File: src/rtl/stream_pkg.sv
// Shared definitions for the valid/ready stream steering blocks:
// selection-mode codes, select-index width and channel-slice offsets.
package stream_pkg;

    localparam int MODE_SEL = 0;
    localparam int MODE_RR  = 1;

    // A channel index is never narrower than one bit, even for two channels.
    function automatic int sel_width(input int n);
        return (n > 2) ? $clog2(n) : 1;
    endfunction

    function automatic int chan_lsb(input int idx, input int width);
        return idx * width;
    endfunction

endpackage

File: src/rtl/rr_arbiter_n.sv
// Round-robin arbiter: grants the first requester at or above the pointer
// (cyclically) and moves the pointer just past the winner on advance.
module rr_arbiter_n
    import stream_pkg::*;
#(
    parameter int N    = 2,
    parameter int SELW = sel_width(N)
) (
    input  logic            clk,
    input  logic            rst_n,
    input  logic [N-1:0]    req,
    input  logic            advance,
    output logic [N-1:0]    grant,
    output logic [SELW-1:0] idx
);

    logic [SELW-1:0] ptr;
    logic [SELW:0]   sum;
    logic [SELW-1:0] pos;
    logic            found;

    // Scan N positions starting at the pointer; the first request found wins.
    always_comb begin
        grant = '0;
        idx   = '0;
        found = 1'b0;
        sum   = '0;
        pos   = '0;
        for (int off = 0; off < N; off++) begin
            sum = {1'b0, ptr} + (SELW+1)'(off);
            if (sum >= (SELW+1)'(N)) begin
                sum = sum - (SELW+1)'(N);
            end
            pos = sum[SELW-1:0];
            if (!found && req[pos]) begin
                grant[pos] = 1'b1;
                idx        = pos;
                found      = 1'b1;
            end
        end
    end

    // Priority only rotates on an actual transfer, never on idle or stall.
    always_ff @(posedge clk) begin
        if (!rst_n) begin
            ptr <= '0;
        end else if (advance) begin
            ptr <= (idx == SELW'(N - 1)) ? '0 : idx + SELW'(1);
        end
    end

endmodule

File: src/rtl/stream_mux_n.sv
// N-input valid/ready multiplexer with a single registered output stage;
// channel chosen by an explicit select or by round-robin arbitration.
module stream_mux_n
    import stream_pkg::*;
#(
    parameter int WIDTH = 32,
    parameter int N     = 2,
    parameter int MODE  = MODE_SEL,
    localparam int SELW = sel_width(N)
) (
    input  logic             clk,
    input  logic             rst_n,
    input  logic [N*WIDTH-1:0] in_data,
    input  logic [N-1:0]     in_valid,
    output logic [N-1:0]     in_ready,
    input  logic [SELW-1:0]  sel,
    output logic [WIDTH-1:0] out_data,
    output logic [SELW-1:0]  out_src,
    output logic             out_valid,
    input  logic             out_ready
);

    logic [N-1:0]     grant;
    logic [SELW-1:0]  grant_idx;
    logic [WIDTH-1:0] win_data;
    logic             load;
    logic             accept;

    generate
        if (MODE == MODE_RR) begin : g_rr
            rr_arbiter_n #(.N(N), .SELW(SELW)) u_arb (
                .clk     (clk),
                .rst_n   (rst_n),
                .req     (in_valid),
                .advance (accept),
                .grant   (grant),
                .idx     (grant_idx)
            );
        end else begin : g_sel
            // A select at or beyond N matches no channel, so nothing is granted.
            always_comb begin
                grant     = '0;
                grant_idx = sel;
                for (int i = 0; i < N; i++) begin
                    if (sel == SELW'(i)) begin
                        grant[i] = in_valid[i];
                    end
                end
            end
        end
    endgenerate

    assign load     = !out_valid || out_ready;
    assign in_ready = grant & {N{load & rst_n}};
    assign accept   = |in_ready;

    always_comb begin
        win_data = '0;
        for (int i = 0; i < N; i++) begin
            if (grant[i]) begin
                win_data = in_data[chan_lsb(i, WIDTH) +: WIDTH];
            end
        end
    end

    // Output register: refill whenever the slot is free or being drained.
    always_ff @(posedge clk) begin
        if (!rst_n) begin
            out_valid <= 1'b0;
            out_data  <= '0;
            out_src   <= '0;
        end else if (load) begin
            if (accept) begin
                out_valid <= 1'b1;
                out_data  <= win_data;
                out_src   <= grant_idx;
            end else begin
                out_valid <= 1'b0;
            end
        end
    end

endmodule

File: config.mk
export PLATFORM = sky130hd
export DESIGN_NAME = stream_mux_n
export DESIGN_NICKNAME = d
export VERILOG_FILES = /design/src/rtl/stream_pkg.sv /design/src/rtl/rr_arbiter_n.sv /design/src/rtl/stream_mux_n.sv
export SDC_FILE = /design/constraint.sdc
export NUM_CORES = 1
export LEC_CHECK = 0
export BUFFER_PORTS_ARGS = -buffer_cell sky130_fd_sc_hd__clkbuf_2
export CORE_MARGIN = 2
export CORE_UTILIZATION = 35
export CTS_BUF_LIST = sky130_fd_sc_hd__clkbuf_2 sky130_fd_sc_hd__clkbuf_4 sky130_fd_sc_hd__clkbuf_8
export DETAILED_ROUTE_END_ITERATION = 7
export HOLD_SLACK_MARGIN = 0.08
export PLACE_DENSITY_LB_ADDON = 0.3
export SLEW_MARGIN = 40
export SYNTH_ARGS = -nofsm -noshare
export SYNTH_HDL_FRONTEND = slang
export SYNTH_SLANG_ARGS = --single-unit
File: constraint.sdc
create_clock -name clk -period 1.3 [get_ports clk]
set_input_delay 0.065 -clock clk [delete_from_list [all_inputs] [get_ports clk]]
set_output_delay 0.065 -clock clk [all_outputs]
set_load 0.03 [all_outputs]
==> impl_metrics.tcl <==
set metrics [dict create \
    crit_path_end_kind "output port" \
    crit_required_ns 1.24 \
    firstDrtPassIters 4 \
    cts_tree "done" \
    synth.distinct_cells 13 \
    p_per_area_nw_per_um2 1158 \
    finalWorstSetupSlack_ns 0.04739 \
    htree_levels 2 \
    max_slew.worst_pin.slew_ns 0.3147 \
    critPathLaunch "out_valid$_SDFFE_PN0P_" \
    cp.arrival_ns 1.19 \
    endpoint "in_ready[1]" \
    ys_ff_latch 34 \
    yosysTopAreaCell "dfxtp_1" \
    fin_area_sq_um 2238 \
    nets 333 \
    track_usage_pct 16.91 \
    num_antenna_cells 0 \
    drc_errors 0 \
    wl_mm 4.080 \
    place_worst_setup_slack_ns 0.1380 \
    start_util_pct 36.29 \
    finalCriticalPeriod_ns 1.253 \
    antenna_found_initial 0 \
    finalHoldViolations 0 \
    drv_slew 0 \
    grt_pass1_wl_mm 6.851 \
    fmax_mhz 798.3 \
    r2r-end "out_data[19]$_SDFFE_PN0P_" \
    ir_worst_vdd_uv 506.4 \
    wire_per_inst_microns 12.91 \
    cts_max_path_buffers 2 \
    areaGrowthSynthToFinish_pct 41.65 \
    crit_path_start_kind "flop" \
    clk_latency_ns 0.29 \
    coreArea_sq_um 4354 \
    root_buffer "clkbuf_8" \
    status "completed" \
    synth-seq-area-share_pct 43.07 \
    rsz0062_at_grt "true" \
    cts_buffers 5 \
    grt_max_degree 37 \
    netlist_area_sq_um 1580 \
    syn_avg_cell_area_sq_um 9.815 \
    rows 24 \
    finClkSkew_ns 0.006065 \
    rrSetupSlack_ns 0.17 \
    port_buffers 105 \
    dieArea_sq_um 5069 \
    antenna_left 0 \
    dr.first_iter.drc_count 89 \
    dp_hpwl_mm 3.092 \
    placed_area_sq_um 2121 \
    path_max_fanout 5 \
    worstReg2RegStart "out_valid$_SDFFE_PN0P_" \
    synth_nets 231 \
    p_leak_nw 1.403 \
    vias 1618 \
    clk_pin_slew_ns 0.06 \
    die_x_microns 71.20 \
    criticalPathCategory "flop to output port" \
    yosysWarnings 0 \
    grt_pass1_vias 1606 \
    clock_sinks 34 \
    setup_violations 0 \
    synth_top_area_share_pct 43.07 \
    fin_total_pwr_mw 2.592 \
    timing.slew.headroom_pct 79.02 \
    reg2reg_depth 5 \
    viasPerCell 5.120 \
    max_cap_violations 0 \
    io_pins 106 \
    period_share_pct 96.35 \
    min_path_type "input pin to flop" \
    gp_congestion 0.7410 \
    fp.dieH_microns 71.20 \
    drive_gt1_share_pct 47.35 \
    netlist_instances 161 \
    overflow 0 \
    ys_top_cells_by_area "dfxtp_1 (43%), o211a_1 (21%), a22oi_1 (16%)" \
]
## logic make-up (layout without fill, tap and decap cells)
| family | count (synthesis) | after routing | share of synthesized area (%) |
|---|---|---|---|
| compound gates | 68 | 68 | 37.53 |
| buf+inv | 19 | 122 | 8.789 |
| flops | 34 | 34 | 43.07 |
| simple gates | 40 | 40 | 10.61 |
## what timing repair did
action,4_1_cts,5_1_grt
gates resized for setup,0,7
hold buffers,1,0
setup endpoints to repair,0,6
endpoints found under the hold margin,2,0
setup buffers,0,0
## cell type report
cell class,count,area [sq um]
fill,409,2116
multi-input combinational,108,770.7
sequential,34,681.9
timing repair buffer,114,625.6
clock buffer,7,90.09
tap,52,65.06
clock inverter,1,5.005
## state kept, by name, indices dropped and copies added, names as in the netlist
name	flops
out_data	32
out_valid	1
out_src	1
## per-layer routing
metal	global-route usage [%]	up-vias	share of wire, %
met1	19.43	745	44
li1	-	806	-
met4	7.128	0	1.7
met5	0	-	0
met2	28.70	59	48
met3	5.556	8	6.6
## power by group
group	switching, mW	total [mW]	internal, mW	leakage, nW
combinational	0.361	0.619	0.258	1.07
sequential	0.0396	1.16	1.12	0.280
clock	0.366	0.813	0.448	0.0517
## worst max-delay path: stages, from the launching register on
cell and delay, ns:
dfxtp_2 0.33, nand2b_1 0.09, buf_4 0.17, and3_1 0.16
buf_4 0.16
## Yosys cell counts, drive strengths merged
cell    count
nand2      33
nor2        1
o211a      33
nand2b      1
clkbuf     10
dfxtp      34
a21boi      1
nor2b       2
and2        1
a21o        1
buf         9
a22oi      33
and3        2
## worst min path at each step
| stage | from | to | slack [ns] | depth (start not counted) |
|---|---|---|---|---|
| 2_1_floorplan | sel | out_src$_SDFFE_PN0P_ | 0.25 | 2 |
| 3_3_place_gp | rst_n | out_data[13]$_SDFFE_PN0P_ | 0.38 | 2 |
| 3_5_place_dp | rst_n | out_data[19]$_SDFFE_PN0P_ | 0.38 | 2 |
| 4_1_cts | sel | out_src$_SDFFE_PN0P_ | 0.11 | 3 |
| 5_1_grt | in_data[57] | out_data[25]$_SDFFE_PN0P_ | 0.14 | 4 |
| 6_report | sel | out_src$_SDFFE_PN0P_ | 0.12 | 3 |
## stage by stage
step | hold slack, ns | cells | util [%] | setup TNS [ns]
floorplan | 0.2479 | 161 | - | 0
global placement | 0.3792 | 307 | 48.71 | 0
detailed placement | 0.3805 | 307 | 48.71 | 0
CTS | 0.1139 | 316 | 51.12 | 0
global route | 0.1381 | 316 | 51.41 | -0.02246
finish | 0.1196 | 316 | 51.41 | 0
## cell usage in the layout (no fill, tap or decap), types with 2 or more instances in the layout
cell type	synthesis	routed
clkbuf_8	0	6
clkbuf_2	0	103
buf_12	0	2
dfxtp_1	34	33
nand2_1	33	33
o211a_1	33	32
buf_4	0	8
a22oi_1	33	33
and3_1	2	2
No activity file was read; power rests on OpenSTA's default activity.
